### src/rtl/ddr3_pkg.sv
//------------------------------------------------------------------------------
// Module  : ddr3_pkg
// Brief   : Shared arbiter state enumeration and DDR3 app_cmd encodings.
// Revision: 1.0
//------------------------------------------------------------------------------
`default_nettype none

package ddr3_pkg;

  typedef enum logic [1:0] {
    ST_IDLE    = 2'd0,
    ST_WRITE   = 2'd1,
    ST_READ    = 2'd2,
    ST_RD_WAIT = 2'd3
  } state_t;

  localparam logic [2:0] CMD_WR = 3'd0;
  localparam logic [2:0] CMD_RD = 3'd1;

endpackage

`default_nettype wire

### src/rtl/ddr3_addr_ring.sv
//------------------------------------------------------------------------------
// Module  : ddr3_addr_ring
// Brief   : Ring-buffer beat pointer: steps by ADDR_STEP, wraps END->BASE.
// Revision: 1.0
//------------------------------------------------------------------------------
`default_nettype none

module ddr3_addr_ring #(
  parameter int                 ADDR_WD   = 28,
  parameter int                 ADDR_STEP = 8,
  parameter logic [ADDR_WD-1:0] BASE_ADDR = '0,
  parameter logic [ADDR_WD-1:0] END_ADDR  = ADDR_WD'(-ADDR_STEP)
) (
  input  logic               clk_ref,
  input  logic               rst,
  input  logic               load,
  input  logic               step,
  output logic [ADDR_WD-1:0] ptr
);

  logic [ADDR_WD-1:0] r_ptr;

  always_ff @(posedge clk_ref or posedge rst) begin
    if (rst) begin
      r_ptr <= BASE_ADDR;
    end else if (load) begin
      r_ptr <= BASE_ADDR;
    end else if (step) begin
      r_ptr <= (r_ptr == END_ADDR) ? BASE_ADDR : r_ptr + ADDR_WD'(ADDR_STEP);
    end
  end

  assign ptr = r_ptr;

endmodule

`default_nettype wire

### src/rtl/ddr3_rw_arbiter.sv
//------------------------------------------------------------------------------
// Module  : ddr3_rw_arbiter
// Brief   : Round-robin burst arbiter between a write FIFO and a read FIFO
//           sharing one DDR3 ring buffer through the MIG app interface.
// Revision: 1.0
//------------------------------------------------------------------------------
`default_nettype none

module ddr3_rw_arbiter
  import ddr3_pkg::*;
#(
  parameter int                 ADDR_WD   = 28,
  parameter int                 BURST_LEN = 64,
  parameter int                 ADDR_STEP = 8,
  parameter logic [ADDR_WD-1:0] BASE_ADDR = '0,
  parameter logic [ADDR_WD-1:0] END_ADDR  = ADDR_WD'(-ADDR_STEP)
) (
  input  logic               clk_ref,
  input  logic               rst,
  input  logic               init_done,
  input  logic               wr_req,
  output logic               wr_ack,
  input  logic               rd_req,
  output logic               rd_ack,
  input  logic               wr_load,
  input  logic               rd_load,
  output logic [2:0]         app_cmd,
  output logic               app_en,
  output logic [ADDR_WD-1:0] app_addr,
  input  logic               app_rdy,
  output logic               app_wdf_wren,
  output logic               app_wdf_end,
  input  logic               app_wdf_rdy,
  input  logic               app_rd_data_valid
);

  localparam int CAP     = int'((END_ADDR - BASE_ADDR) / ADDR_STEP) + 1;
  localparam int FILL_WD = $clog2(CAP + 1);
  localparam int CNT_WD  = $clog2(BURST_LEN + 1);

  state_t              r_state, w_state_nxt;
  logic [FILL_WD-1:0]  r_fill, w_fill_arb;
  logic [CNT_WD-1:0]   r_beat_cnt, r_ret_cnt, w_ret_cnt_nxt;
  logic                r_last_wr;
  logic                r_wr_load_pend, r_rd_load_pend;
  logic [ADDR_WD-1:0]  w_wr_ptr, w_rd_ptr;
  logic                w_idle, w_apply_wr, w_apply_rd;
  logic                w_wr_elig, w_rd_elig;
  logic                w_wr_acc, w_rd_acc, w_rd_ret;

  assign w_idle     = (r_state == ST_IDLE);
  assign w_apply_wr = w_idle & (r_wr_load_pend | wr_load);
  assign w_apply_rd = w_idle & (r_rd_load_pend | rd_load);
  // Loads are applied before arbitrating, so eligibility sees the cleared fill.
  assign w_fill_arb = (w_apply_wr | w_apply_rd) ? '0 : r_fill;
  assign w_wr_elig  = wr_req & (w_fill_arb <= FILL_WD'(CAP - BURST_LEN));
  assign w_rd_elig  = rd_req & (w_fill_arb >= FILL_WD'(BURST_LEN));

  assign w_wr_acc      = (r_state == ST_WRITE) & app_rdy & app_wdf_rdy;
  assign w_rd_acc      = (r_state == ST_READ) & app_rdy;
  assign w_rd_ret      = ((r_state == ST_READ) | (r_state == ST_RD_WAIT)) & app_rd_data_valid;
  assign w_ret_cnt_nxt = r_ret_cnt + CNT_WD'(w_rd_ret);

  always_comb begin
    w_state_nxt  = r_state;
    app_cmd      = CMD_WR;
    app_en       = 1'b0;
    app_addr     = BASE_ADDR;
    app_wdf_wren = 1'b0;
    app_wdf_end  = 1'b0;
    wr_ack       = 1'b0;
    rd_ack       = 1'b0;
    case (r_state)
      ST_IDLE: begin
        if (init_done) begin
          if (w_wr_elig && (!w_rd_elig || !r_last_wr)) begin
            w_state_nxt = ST_WRITE;
          end else if (w_rd_elig) begin
            w_state_nxt = ST_READ;
          end
        end
      end
      ST_WRITE: begin
        app_en       = 1'b1;
        app_wdf_wren = 1'b1;
        app_wdf_end  = 1'b1;
        app_addr     = w_wr_ptr;
        wr_ack       = w_wr_acc;
        if (w_wr_acc && (r_beat_cnt == CNT_WD'(BURST_LEN - 1))) begin
          w_state_nxt = ST_IDLE;
        end
      end
      ST_READ: begin
        app_en   = 1'b1;
        app_cmd  = CMD_RD;
        app_addr = w_rd_ptr;
        rd_ack   = app_rd_data_valid;
        if (w_rd_acc && (r_beat_cnt == CNT_WD'(BURST_LEN - 1))) begin
          w_state_nxt = ST_RD_WAIT;
        end
      end
      ST_RD_WAIT: begin
        rd_ack = app_rd_data_valid;
        if (w_ret_cnt_nxt >= CNT_WD'(BURST_LEN)) begin
          w_state_nxt = ST_IDLE;
        end
      end
      default: w_state_nxt = ST_IDLE;
    endcase
  end

  always_ff @(posedge clk_ref or posedge rst) begin
    if (rst) begin
      r_state        <= ST_IDLE;
      r_fill         <= '0;
      r_beat_cnt     <= '0;
      r_ret_cnt      <= '0;
      r_last_wr      <= 1'b0;
      r_wr_load_pend <= 1'b0;
      r_rd_load_pend <= 1'b0;
    end else begin
      r_state <= w_state_nxt;

      if (w_idle) begin
        r_beat_cnt <= '0;
        r_ret_cnt  <= '0;
      end else begin
        if (w_wr_acc || w_rd_acc) r_beat_cnt <= r_beat_cnt + CNT_WD'(1);
        if (w_rd_ret) r_ret_cnt <= w_ret_cnt_nxt;
      end

      if (w_idle && (w_state_nxt == ST_WRITE)) r_last_wr <= 1'b1;
      else if (w_idle && (w_state_nxt == ST_READ)) r_last_wr <= 1'b0;

      if (w_apply_wr || w_apply_rd) r_fill <= '0;
      else if (w_wr_acc) r_fill <= r_fill + FILL_WD'(1);
      else if (w_rd_acc) r_fill <= r_fill - FILL_WD'(1);

      // A load seen mid-burst waits for the next IDLE cycle.
      if (w_idle) begin
        r_wr_load_pend <= 1'b0;
        r_rd_load_pend <= 1'b0;
      end else begin
        if (wr_load) r_wr_load_pend <= 1'b1;
        if (rd_load) r_rd_load_pend <= 1'b1;
      end
    end
  end

  ddr3_addr_ring #(
    .ADDR_WD  (ADDR_WD),
    .ADDR_STEP(ADDR_STEP),
    .BASE_ADDR(BASE_ADDR),
    .END_ADDR (END_ADDR)
  ) u_wr_ring (
    .clk_ref(clk_ref),
    .rst    (rst),
    .load   (w_apply_wr),
    .step   (w_wr_acc),
    .ptr    (w_wr_ptr)
  );

  ddr3_addr_ring #(
    .ADDR_WD  (ADDR_WD),
    .ADDR_STEP(ADDR_STEP),
    .BASE_ADDR(BASE_ADDR),
    .END_ADDR (END_ADDR)
  ) u_rd_ring (
    .clk_ref(clk_ref),
    .rst    (rst),
    .load   (w_apply_rd),
    .step   (w_rd_acc),
    .ptr    (w_rd_ptr)
  );

endmodule

`default_nettype wire

### config.mk
export PLATFORM = sky130hd
export DESIGN_NAME = ddr3_rw_arbiter
export DESIGN_NICKNAME = d
export VERILOG_FILES = /design/src/rtl/ddr3_pkg.sv /design/src/rtl/ddr3_addr_ring.sv /design/src/rtl/ddr3_rw_arbiter.sv
export SDC_FILE = /design/constraint.sdc
export NUM_CORES = 1
export LEC_CHECK = 0
export ABC_AREA = 1
export ABC_CLOCK_PERIOD_IN_PS = 8800
export CAP_MARGIN = 10
export CORE_ASPECT_RATIO = 1.4
export CORE_MARGIN = 5
export CORE_UTILIZATION = 30
export CTS_BUF_LIST = sky130_fd_sc_hd__clkbuf_4
export DETAILED_ROUTE_END_ITERATION = 6
export PLACE_DENSITY_LB_ADDON = 0.25
export SYNTH_ARGS = -nofsm -noshare
export SYNTH_HDL_FRONTEND = slang
export SYNTH_SLANG_ARGS = --single-unit
### constraint.sdc
create_clock -name clk_ref -period 8.8 [get_ports clk_ref]
set_clock_uncertainty 0.2 [all_clocks]
set_input_delay 1.32 -clock clk_ref [delete_from_list [all_inputs] [get_ports clk_ref]]
set_output_delay 1.32 -clock clk_ref [all_outputs]
set_load 0.03 [all_outputs]
# After elaboration in Yosys (flattened, before gate mapping)
# Index checks and enable logic that the tools add are counted.
[word_totals] reg_bits=101 inputBits=10 out_inout_bits=36 wordCells=92
[op_classes] addsub=6 order_cmp=3 n_eq_ne=8 n_mux=33 bitwise_logic=12 n_reduce_logical=21
[op_table] operator="28-bit two-way mux" count=6
[op_table] operator="26-bit two-way mux" count=4
[op_table] operator="28-bit by 4-bit adder with 28-bit output (second input constant)" count=2
[op_table] operator="28-bit equality test (second input constant)" count=2
[op_table] operator="28-bit case mux with 2 select lines" count=1
[op_table] operator="7-bit two-way mux" count=4
[op_table] operator="26-bit by 1-bit adder with 26-bit output (second input constant)" count=1
[op_table] operator="26-bit by 7-bit greater-or-equal comparator with 1-bit output (second input constant)" count=1
[op_table] operator="26-bit by 25-bit <= comparator with 1-bit output (second input constant)" count=1
[op_table] operator="26-bit by 1-bit subtractor with 26-bit output (second input constant)" count=1
[op_table] operator="2-bit nonzero test" count=7
[op_table] operator="2-bit two-way mux" count=6
[op_table] operator="1-bit two-way mux" count=11
[op_table] operator="1-bit AND" count=8
[op_table] operator="2-bit case mux with 4 select lines" count=1
[op_table] operator="7-bit by 1-bit adder with 7-bit output" count=1
[op_table] operator="7-bit by 1-bit adder with 7-bit output (second input constant)" count=1
[op_table] operator="7-bit by 6-bit equality test with 1-bit output (second input constant)" count=1
[op_table] operator="7-bit greater-or-equal comparator (second input constant)" count=1
[op_table] operator="2-bit equality test (second input constant)" count=3
[op_table] operator="1-bit logical AND" count=5
[op_table] operator="2-bit by 1-bit equality test with 1-bit output (second input constant)" count=2
[op_table] operator="1-bit OR" count=4
[op_table] operator="2-bit OR reduction" count=2
[op_table] operator="other kinds (4)" count=7

# Depth between registers and ports, before layout
# Gate-level depths: netlist of run 1.
[depth] depth_word=16 ltp_mapped=18

# By module
# Synthesis of run 1 repeated with hierarchy kept, for this count alone.
[unflattened] cells_unflattened=1104 hier_area_um2=7302.0
[by_module_without_submodules] mod="ddr3_rw_arbiter" instances=1 cells_each=668 area_each_um2=4236.6
[by_module_without_submodules] mod="ddr3_addr_ring" instances=2 cells_each=218 area_each_um2=1532.7

# Worst setup path after synthesis of run 1
# Ideal clock, no wire load.
[synth_path] path_kind="flip-flop to output port" start="reg r_state[0]" end="out app_addr[11]" t_arrival_ns=2.065 required_ns=7.280 slack_ns=5.215 stages_incl_launch_ff=7 path_cell_list="dfrtp_1 > inv_1 > ha_1 > clkbuf_1 > buf_1 > nand2_1 > a21oi_1"
[synth_via] elab_chain_cells=2 elab_cells_between_ends=3
[synth_lines] element="from (decl)" line="ddr3_rw_arbiter.sv:41" text="state_t r_state, w_state_nxt;"
[synth_lines] element="from (signal assigned)" line="ddr3_rw_arbiter.sv:122" text="r_state <= w_state_nxt;"
[synth_lines] element="2-bit equality test / 2-bit by 1-bit equality test with 1-bit output (equally long branches)" line="ddr3_rw_arbiter.sv:73" text="case (r_state)"
[synth_lines] element="28-bit case mux with 2 select lines *" line="ddr3_rw_arbiter.sv:73"
[synth_lines] element="to (decl)" line="ddr3_rw_arbiter.sv:29" text="output logic [ADDR_WD-1:0] app_addr,"
# Every way passes the cells marked *; elsewhere a longest branch is shown, timed or not.

# Final worst setup path of run 1
[layout_path] start="reg r_state[1]" end="out wr_ack"
[layout_via] elab_chain_cells=4
[layout_lines] element="2-bit by 1-bit equality test with 1-bit output *" line="ddr3_rw_arbiter.sv:59, ddr3_rw_arbiter.sv:73"
[layout_lines] element="1-bit AND (2 in a row)" line="ddr3_rw_arbiter.sv:59" text="assign w_wr_acc = (r_state == ST_WRITE) & app_rdy & app_wdf_rdy;"
[layout_lines] element="1-bit two-way mux *" line="ddr3_rw_arbiter.sv:73"
[layout_lines] element="to (decl)" line="ddr3_rw_arbiter.sv:22" text="output logic wr_ack,"
# Marked as above.

==> metrics.md, run 1 <==
| Metric | Value |
|---|---|
| CP startpoint kind | register |
| Final Hold Vio Count | 0 |
| Crit-path max cell delay | 880 ps |
| Mapped Cells | 990 |
| Detailed Routing Iterations Pass 1 | 4 |
| GP Congestion | 0.878 |
| Worst Path Buf+Inv | 3 |
| Worst slew margin | 22.5% |
| Antenna viol nets, final | 0 |
| Gates resized, CTS repair | 0 |
| Setup Buffers After CTS | 0 |
| Critical Path AT | 3490 ps |
| Tmin final | 5010 ps |
| Pin count of the biggest net entering global routing | 72 |
| PnR Total Power | 2570 uW |
| CTS Buffer Depth | 2 |
| CP dominant cell by count | inv_1 |
| Total GRT Usage | 15.8% |
| Setup TNS | 0 ps |
| Worst slew pin tran | 1160 ps |
| GR Overflow Total | 0 |
| Crit. End Element | output port |
| Max Fclk | 200 MHz |
| FF-to-FF End | r_fill[20] |
| Hold Path Depth | 2 |
| FF+latch count, synth | 95 |
| Worst path required time | 7280 ps |
| Drt wl/cell | 14.8 um |
| Final nets | 1072 |
| Core ar. | 22500 sq um |
| Hold Path Origin | r_ret_cnt[0] |
| RSZ-0062 raised after global routing | no |
| Ys flop type | dfrtp_1 |
| Cell Area, Synth | 6830 sq um |
| Fraction of registers with async set/reset | 100% |
| YS warnings | 0 |
| Number of synthesized flops with an enable pin | 0 |
| Die width | 138 um |
| Clock network power share | 8.8% |
| Reg power frac | 25.9% |
| Area leader, netlist | dfrtp_1 |
| Yosys top cell area share | 34.8% |
| Layout cells sized above 1 | 4.75% |
| Worst vdd ir | 121 uV |
| Via count | 6374 |
| Crit-path slowest cell | ha_1 |
| Design area | 7640 sq um |
| Critical Setup Path Class | reg -> out |
| Final worst setup slack | 3790 ps |
| # clock sinks | 95 |
| CTS root buf | clkbuf_4 |
| WL final | 19700 um |
| Worst r2r path cells | 13 |
| Max-Cap Viols | 0 |
| Total CTS buffers | 9 |
| Vias/cell | 4.78 |
| Clk_lat worst skew | 500 ps |
| Initial Util | 30.3% |
| Internal Power | 1120 uW |
| Final Max Slew Viols | 0 |
| Syn avg cell area | 6.90 sq um |
| Worst Hold End | r_ret_cnt[0] |
| Area contributors post-synth | dfrtp_1, nand2_1, nor2_1 |
| Status | finished clean |
| DRC Markers | 0 |
| Final worst-path cycle share | 56.9% |
| First-pass GRT wire length | 32500 um |
| Port Buffers | 40 |
| Std cell rows | 65 |
| Power per cell area | 337 nW/um^2 |
| Boundary Pins | 46 |
| Worst slack at placement | 4100 ps |
| Post-synthesis sequential area ratio | 34.8% |
| DIE HEIGHT | 189 um |
| Vias in the first global route | 6364 |
| Crit path max fanout | 31 |
| Area added between synthesis and finish | 11.9% |
| Initial antenna violation count | 1 |
| Fin util | 33.9% |
| Leak | 0.00357 uW |
| Die area | 25900 sq um |
| Switching pwr | 1450 uW |
| R2R setup slack | 4380 ps |
| CTS Hold Bufs | 0 |
| Net Sw Frac | 56.4% |
| CTS tree | done |
| Placed instance area | 7520 sq um |
| Comb pwr share | 65.4% |
| DP HPWL | 15300 um |
| Worst min-delay path class | reg -> reg |
| R2r startpoint | r_state[1] |
| Number of distinct library cells after synthesis | 49 |
| Endpoints failing setup | 0 |
| Initial drt markers | 314 |
| Worst-path cell chain | inv_1 -> ha_1 -> nand3_4 -> inv_1 -> clkdlybuf4s50_1 |
| CTS clk-pin slew, worst paths | 150 ps |
| CP top delay family | buffers and inverters |
| Level count of the clock H-tree | 3 |
==> worst reg2reg max path, cell delays in order (launching register included) <==
cell and delay [ps]:
dfrtp_1 460, inv_1 140, ha_1 880, nand3_4 650, ha_1 610, a21oi_1 300
o21ai_0 120, a21oi_1 360, inv_1 110, a21o_1 200, nand2_1 80, nand3b_1 80
nand3_1 80, nand2_1 50
==> logic make-up after synthesis <==
logic type,Yosys count,share of synthesized area [%]
and+or+nand+nor,513,32.4
AOI/OAI and AO/OA,179,14.6
buffers and inverters,144,8.65
DFF,95,34.8
adders and majority gates,35,6.52
xor gates and xnor gates,23,2.95
other,1,0.0549
==> sequential cells by signal, summed over array words and instances (netlist names) <==
signal          cells
u_rd_ring.ptr      25
r_ret_cnt           7
r_beat_cnt          7
r_last_wr           1
u_wr_ring.ptr      25
r_fill             26
r_rd_load_pend      1
r_state             2
r_wr_load_pend      1
==> how the worst max path moves through the flow <==
stage	cells past startpoint	end	slack (ps)	start
2_1_floorplan	1	r_beat_cnt[0]	4800	rst
3_3_place_gp	4	wr_ack	4110	app_rdy
3_5_place_dp	4	wr_ack	4100	app_rdy
4_1_cts	5	wr_ack	3730	r_state[1]
5_1_grt	5	wr_ack	3500	r_state[1]
6_report	5	wr_ack	3790	r_state[1]
==> layout by cell type (no fill, tap or decap), types with 2 or more instances in the layout <==
cell type and n:
a21o_1 5, a21oi_1 82, a31o_2 2, buf_4 3
clkbuf_4 10, clkdlybuf4s50_1 40, clkinv_2 3, clkinvlp_4 2
conb_1 5, dfrtp_1 95, ha_1 34, inv_1 115
inv_2 4, inv_4 3, nand2_1 270, nand2_2 6
nand3_1 45, nand3_2 2, nand4_1 19, nor2_1 118
nor2_4 4, nor3_1 31, nor3_2 3, nor3b_1 6
nor4_1 2, o21a_1 3, o21ai_0 62, o21ai_1 5
o21bai_1 2, o22ai_1 4, o31ai_1 6, or2_2 2
xnor2_1 7, xor2_1 16
==> power by group through the flow <==
stage	sequential (uW)	clock [uW]	combinational, uW
3_3_place_gp	674	0	1670
6_report	665	226	1680
5_1_grt	680	252	1920
3_5_place_dp	674	0	1680
4_1_cts	666	240	1680
2_1_floorplan	631	0	1250
==> metal layers <==
layer	wire length, um	global-route usage (%)	part of all wire [%]	up-vias
li1	-	-	-	3301
met1	8330	18.5	42	2974
met2	10400	29.2	53	84
met3	755	2.72	3.8	15
met4	230	3.84	1.2	0
met5	0	0	0	-
==> layout make-up <==
type                       count  area [sq um]
fill                        2488         14900
multi-input combinational    755          3880
timing repair buffer          43           423
clock inverter                 6          37.5
tap                          301           377
clock buffer                  10          75.1
sequential                    95          2380
inverter                     123           470
antenna                        1          2.50
==> per-stage QoR <==
stage	cells	hold slack (ps)
4_1_cts	1333	323
3_3_place_gp	1317	271
6_report	1334	322
3_5_place_dp	1317	288
2_1_floorplan	994	256
5_1_grt	1334	353
==> synthesized netlist by cell type, types with 4 or more instances <==
cell type,number
o21ai_1,5
o22ai_1,4
dfrtp_1,95
nand2_2,6
inv_1,116
o31ai_1,6
nand2_1,270
xnor2_1,7
a21oi_1,82
nor3b_1,6
buf_4,7
a21o_1,5
ha_1,34
nor2_1,118
nor3_1,31
clkbuf_1,9
nor2_4,4
nand3_1,45
nand4_1,19
inv_2,4
xor2_1,16
o21ai_0,62
Power figures use the tool's default switching activity.
==> run 2: changes to the inputs <==
--- a/config.mk
+++ b/config.mk
@@ -6,7 +6,7 @@
 export NUM_CORES = 1
 export LEC_CHECK = 0
 export ABC_AREA = 1
-export ABC_CLOCK_PERIOD_IN_PS = 8800
+export ABC_CLOCK_PERIOD_IN_PS = 4300
 export CAP_MARGIN = 10
 export CORE_ASPECT_RATIO = 1.4
 export CORE_MARGIN = 5
==> constraint.sdc (replaced) <==
create_clock -name clk_ref -period 4.3 [get_ports clk_ref]
set_clock_uncertainty 0.2 [all_clocks]
set_input_delay 0.645 -clock clk_ref [delete_from_list [all_inputs] [get_ports clk_ref]]
set_output_delay 0.645 -clock clk_ref [all_outputs]
set_load 0.03 [all_outputs]
==> run 2 against run 1 <==
Compared with the run above: routed wire length rose by 2.5%; via count rose by 1.9%; clock-buffer cell count fell by 1; worst setup slack got worse by 3100 ps; flip-flop and latch count did not move; combinational power rose by 110%; cell count rose by 0.67%; first-iteration DRC count rose by 12%; largest cell class unchanged; worst hold slack got worse by 1.2 ps; utilization rose by 0.49 points; sequential power rose by 110%.
==> metrics.md, run 2 (synthesis results as in run 1) <==
| Metric | Value |
|---|---|
| CTS tree | done (unchanged) |
| Max Fclk | 273 MHz |
| Internal Power | 2400 uW (was 1120 uW) |
| Via count | 6492 (was 6374) |
| CTS Hold Bufs | 0 (unchanged) |
| Fillers | 2516 (was 2488) |
| WL final | 20200 um (was 19700 um) |
| First-pass GRT wire length | 33300 um (was 32500 um) |
| Layout cells sized above 1 | 5.30% (was 4.75%) |
| Final Hold Vio Count | 0 (unchanged) |
| CP startpoint kind | register (unchanged) |
| Largest register FFs | 26 (unchanged) |
| Tmin final | 3660 ps |
| Vias/cell | 4.83 (was 4.78) |
| Worst min-delay path class | reg -> reg (unchanged) |
| Setup TNS | 0 ps (unchanged) |
| Setup Buffers After CTS | 0 (unchanged) |
| Net Sw Frac | 55.6% (was 56.4%) |
| Drt wl/cell | 15.1 um (was 14.8 um) |
| Initial antenna violation count | 1 (unchanged) |
| RSZ-0062 raised after global routing | no (unchanged) |
| Top reg by flops | r_fill (unchanged) |
| CTS clk-pin slew, worst paths | 160 ps (was 150 ps) |
| Smallest hold slack | 321 ps (was 322 ps) |
| Switching pwr | 3010 uW (was 1450 uW) |
| Critical path launch point | r_state[0] (was r_state[1]) |
| Clk_lat worst skew | 500 ps (about the same) |
| Clock network power share | 10.7% (was 8.8%) |
| Die width | 138 um (unchanged) |
| Placed instance area | 7570 sq um (was 7520 sq um) |
| Final Max Slew Viols | 0 (unchanged) |
| Final worst-path cycle share | 85.0% |
| GP Congestion | 0.920 (was 0.878) |
| Gates resized, CTS repair | 0 (unchanged) |
| Final worst setup slack | 643 ps (was 3790 ps) |
| DRC Markers | 0 (unchanged) |
| Std cell rows | 65 (unchanged) |
| Critical Setup Path Class | reg -> out (unchanged) |
| Hold Path Origin | r_ret_cnt[0] (unchanged) |
| Initial Util | 30.3% (unchanged) |
| GR Overflow Total | 0 (unchanged) |
| Boundary Pins | 46 (unchanged) |
| Initial drt markers | 353 (was 314) |
| Total GRT Usage | 16.1% (was 15.8%) |
| Final nets | 1077 (was 1072) |
| Port Buffers | 40 (unchanged) |
| Design area | 7750 sq um (was 7640 sq um) |
| Area added between synthesis and finish | 13.5% (was 11.9%) |
| Crit. End Element | output port (unchanged) |
| Worst slack at placement | 645 ps (was 4100 ps) |
| Detailed Routing Iterations Pass 1 | 5 (was 4) |
| Most common cell after layout, fill and taps aside | nand2_1 (unchanged) |
| Leak | 0.00363 uW (was 0.00357 uW) |
| DIE HEIGHT | 189 um (unchanged) |
| Worst vdd ir | 373 uV (was 121 uV) |
| Worst slew margin | 51.9% (was 22.5%) |
| Reg power frac | 25.5% (was 25.9%) |
| Hold Path Depth | 2 (unchanged) |
| Endpoints failing setup | 0 (unchanged) |
| Core ar. | 22500 sq um (unchanged) |
| R2r startpoint | r_state[1] (unchanged) |
| Worst slew pin tran | 721 ps (was 1160 ps) |
| CTS Buffer Depth | 2 (unchanged) |
| Max-Cap Viols | 0 (unchanged) |
| Antenna viol nets, final | 0 (unchanged) |
| CTS root buf | clkbuf_4 (unchanged) |
| Comb pwr share | 63.8% (was 65.4%) |
| Commonest cells after routing, fill and taps aside | nand2_1, nor2_1, inv_1, dfrtp_1, a21oi_1 (unchanged) |
| Power per cell area | 697 nW/um^2 (was 337 nW/um^2) |
| Critical Path AT | 2810 ps (was 3490 ps) |
| DP HPWL | 15900 um (was 15300 um) |
| Pin count of the biggest net entering global routing | 51 (was 72) |
| Worst r2r path cells | 12 (was 13) |
| Total CTS buffers | 9 (unchanged) |
| Worst path required time | 3450 ps (was 7280 ps) |
| Vias in the first global route | 6549 (was 6364) |
| Crit path max fanout | 25 (was 31) |
| Level count of the clock H-tree | 3 (unchanged) |
| # clock sinks | 95 (unchanged) |
| Fin util | 34.4% (was 33.9%) |
| Status | finished clean (unchanged) |
| Die area | 25900 sq um (unchanged) |
[run 2: changes by cell type in the layout (fill, tap and decap cells not counted), sizes merged]
cell	before	now
buf	3	8
inv	122	127
diode	1	5
clkinv	5	2
clkinvlp	2	0
bufinv	0	1
clkbuf	10	9
[run 2: critical path: stages, from the launching register on]
cell and delay [ps]:
dfrtp_1 470, inv_1 110, ha_1 360, inv_1 330
a21oi_1 340, clkdlybuf4s50_1 720
[run 2: path summary, 6_finish.rpt]
path | slack, ps | to
setup / recovery | 640 | app_addr[4]
hold / removal | 320 | r_ret_cnt[0]
setup reg to reg | 920 | r_fill[22]
hold reg to reg | 320 | r_ret_cnt[0]
max in group asynchronous | 2770 | r_ret_cnt[4]
min in group asynchronous | 390 | r_fill[24]
[run 2: through the flow]
step | total power (uW) | cells
finish | 5400 | 1343
global placement | 4840 | 1322
global route | 6000 | 1343
floorplan | 3850 | 994
CTS | 5450 | 1338
detailed placement | 4840 | 1322
[run 2: layout make-up]
cell class,count,area (sq um),share of cell area [%]
Inverter,123,470,6.07
Sequential cell,95,2380,30.7
Timing Repair Buffer,48,473,6.10
Multi-Input combinational cell,755,3880,50.0
Tap cell,301,377,4.86
Clock inverter,7,95.1,1.23
Clock buffer,9,67.6,0.872
Antenna cell,5,12.5,0.161
[run 2: routing by layer]
| layer | vias up | track usage, % | wire, um |
|---|---|---|---|
| met4 | 0 | 4.84 | 427 |
| met3 | 26 | 2.30 | 568 |
| met1 | 3069 | 19.6 | 8740 |
| met5 | - | 0 | 0 |
| met2 | 90 | 28.8 | 10500 |
| li1 | 3307 | - | - |
[run 2: power by group through the flow]
stage	Combinational (uW)	Sequential [uW]	Clock (uW)
after global placement	3450	1390	0
after CTS	3460	1370	609
after floorplan	2560	1290	0
after global routing	3950	1410	642
after detailed placement	3450	1390	0
final	3450	1380	580
==> run 3: changes to the inputs <==
--- a/config.mk
+++ b/config.mk
@@ -6,10 +6,9 @@
 export NUM_CORES = 1
 export LEC_CHECK = 0
 export ABC_AREA = 1
-export ABC_CLOCK_PERIOD_IN_PS = 4300
+export ABC_CLOCK_PERIOD_IN_PS = 4400
 export CAP_MARGIN = 10
 export CORE_ASPECT_RATIO = 1.4
-export CORE_MARGIN = 5
 export CORE_UTILIZATION = 30
 export CTS_BUF_LIST = sky130_fd_sc_hd__clkbuf_4
 export DETAILED_ROUTE_END_ITERATION = 6
@@ -17,3 +16,4 @@
 export SYNTH_ARGS = -nofsm -noshare
 export SYNTH_HDL_FRONTEND = slang
 export SYNTH_SLANG_ARGS = --single-unit
+export TNS_END_PERCENT = 100
==> constraint.sdc (replaced) <==
create_clock -name clk_ref -period 4.4 [get_ports clk_ref]
set_clock_uncertainty 0.2 [all_clocks]
set_input_delay 0.66 -clock clk_ref [delete_from_list [all_inputs] [get_ports clk_ref]]
set_output_delay 0.66 -clock clk_ref [all_outputs]
set_load 0.03 [all_outputs]
==> run 3 against run 2 <==
Compared with the run above: cell count decreased by 0.37%; global-route usage increased by 2.0 points; sequential power about the same; utilization about the same; sequential share of layout area increased by 0.11 points; clock power about the same; design area decreased by 0.36%; critical path type unchanged; highest routed layer unchanged.
==> metrics.md, run 3 (synthesis results as in run 1) <==
| Metric | Value |
|---|---|
| Core ar. | 22400 sq um (was 22500 sq um) |
| Worst vdd ir | 314 uV (was 373 uV) |
| GR Overflow Total | 0 (unchanged) |
| R2R setup slack | 1140 ps (was 920 ps) |
| PnR Total Power | 5290 uW (was 5400 uW) |
| Setup TNS | 0 ps (unchanged) |
| Final nets | 1076 (was 1077) |
| Port Buffers | 40 (unchanged) |
| Worst min-delay path class | reg -> reg (unchanged) |
| Crit path max fanout | 19 (was 25) |
| Vias/cell | 4.84 (was 4.83) |
| DRC Markers | 0 (unchanged) |
| Initial antenna violation count | 1 (unchanged) |
| Antenna viol nets, final | 0 (unchanged) |
| Layout cells sized above 1 | 5.21% (was 5.30%) |
| CTS tree | done (unchanged) |
| Worst slew margin | 50.5% (was 51.9%) |
| Most common cell after layout, fill and taps aside | nand2_1 (unchanged) |
| Std cell rows | 65 (unchanged) |
| Area added between synthesis and finish | 13.1% (was 13.5%) |
| CTS clk-pin slew, worst paths | 150 ps (was 160 ps) |
| Max Fclk | 267 MHz |
| CTS root buf | clkbuf_4 (unchanged) |
| Detailed Routing Iterations Pass 1 | 7 (was 5) |
| FF-to-FF End | r_fill[16] (was r_fill[22]) |
| R2r startpoint | r_state[1] (unchanged) |
| Fillers | 2495 (was 2516) |
| Level count of the clock H-tree | 3 (unchanged) |
| Hold Path Origin | r_ret_cnt[0] (unchanged) |
| Critical path launch point | r_state[0] (unchanged) |
| CTS Buffer Depth | 2 (unchanged) |
| Status | finished clean (unchanged) |
| Total GRT Usage | 18.1% (was 16.1%) |
| Critical Setup Path Class | reg -> out (unchanged) |
| Drt wl/cell | 15.1 um (about the same) |
| Endpoints failing setup | 0 (unchanged) |
| Final worst-path cycle share | 85.1% |
| Worst slew pin tran | 741 ps (was 721 ps) |
| WL final | 20100 um (was 20200 um) |
| Gates resized, CTS repair | 0 (unchanged) |
| DIE HEIGHT | 181 um (was 189 um) |
| Setup Buffers After CTS | 0 (unchanged) |
| Via count | 6470 (was 6492) |
| Commonest cells after routing, fill and taps aside | nand2_1, nor2_1, inv_1, dfrtp_1, a21oi_1 (unchanged) |
| Worst path required time | 3540 ps (was 3450 ps) |
| Initial drt markers | 365 (was 353) |
| Power per cell area | 685 nW/um^2 (was 697 nW/um^2) |
| Vias in the first global route | 6414 (was 6549) |
| CP startpoint kind | register (unchanged) |
| Hold Path Depth | 2 (unchanged) |
| Top reg by flops | r_fill (unchanged) |
| Tmin final | 3750 ps |
| Clk_lat worst skew | 510 ps (was 500 ps) |
| Leak | 0.00362 uW (was 0.00363 uW) |
| DP HPWL | 15700 um (was 15900 um) |
| Total CTS buffers | 9 (unchanged) |
| RSZ-0062 raised after global routing | no (unchanged) |
| Final Hold Vio Count | 0 (unchanged) |
| Final Max Slew Viols | 0 (unchanged) |
| GP Congestion | 0.868 (was 0.920) |
| Initial Util | 30.4% (was 30.3%) |
| CTS Hold Bufs | 0 (unchanged) |
| # clock sinks | 95 (unchanged) |
| Die width | 130 um (was 138 um) |
| Die area | 23400 sq um (was 25900 sq um) |
| Worst r2r path cells | 14 (was 12) |
| Worst Hold End | r_ret_cnt[0] (unchanged) |
| Crit. End Element | output port (unchanged) |
| Boundary Pins | 46 (unchanged) |
| Largest register FFs | 26 (unchanged) |
| First-pass GRT wire length | 32800 um (was 33300 um) |
| Max-Cap Viols | 0 (unchanged) |
| Pin count of the biggest net entering global routing | 50 (was 51) |
| Critical Path AT | 2890 ps (was 2810 ps) |
## run 3: per-layer routing
layer,vias to the layer above,share of wire (%),GRT usage [%]
met5,-,0,0
met2,122,51,32.9
met3,31,3.1,2.55
li1,3298,-,-
met1,3019,43,21.2
met4,0,2.5,6.19
## run 3: metrics by stage
| stage | cell area [sq um] | std cells | hold slack, ps | utilization, % | setup slack (ps) |
|---|---|---|---|---|---|
| floorplan | 6850 | 994 | 256 | - | 1060 |
| global placement | 7550 | 1321 | 268 | 33.7 | 671 |
| detailed placement | 7550 | 1321 | 276 | 33.7 | 642 |
| CTS | 7720 | 1337 | 314 | 34.4 | 632 |
| global route | 7720 | 1338 | 342 | 34.4 | 493 |
| finish | 7720 | 1338 | 314 | 34.4 | 654 |
## run 3: critical path: stages (launching register included)
cell	delay, ps
dfrtp_1	480
inv_1	150
ha_1	450
buf_4	310
nand2_1	70
a21oi_1	210
clkdlybuf4s50_1	720
## run 3: worst max-delay path by stage
stage / endpoint / slack [ps] / cells past startpoint
after floorplan: r_beat_cnt[0] / 1060 / 1
after global placement: r_fill[20] / 670 / 15
after detailed placement: r_fill[20] / 640 / 15
after CTS: app_addr[4] / 630 / 6
after global routing: app_addr[4] / 490 / 6
final: app_addr[4] / 650 / 6
## run 3: report_power, final
part           switching (uW)  internal (uW)
clock network             385            193
logic                    2310           1050
registers                 264           1080
## run 3: final cells by class
type / instances / area [sq um] / share of cell area [%]
diodes: 1 / 2.50 / 0.0324
clock buffers: 9 / 67.6 / 0.875
clock inverters: 7 / 97.6 / 1.26
inverters: 123 / 470 / 6.09
multi-input cells: 755 / 3880 / 50.2
flip-flops and latches: 95 / 2380 / 30.8
well taps: 301 / 377 / 4.88
repair buffers: 47 / 453 / 5.87
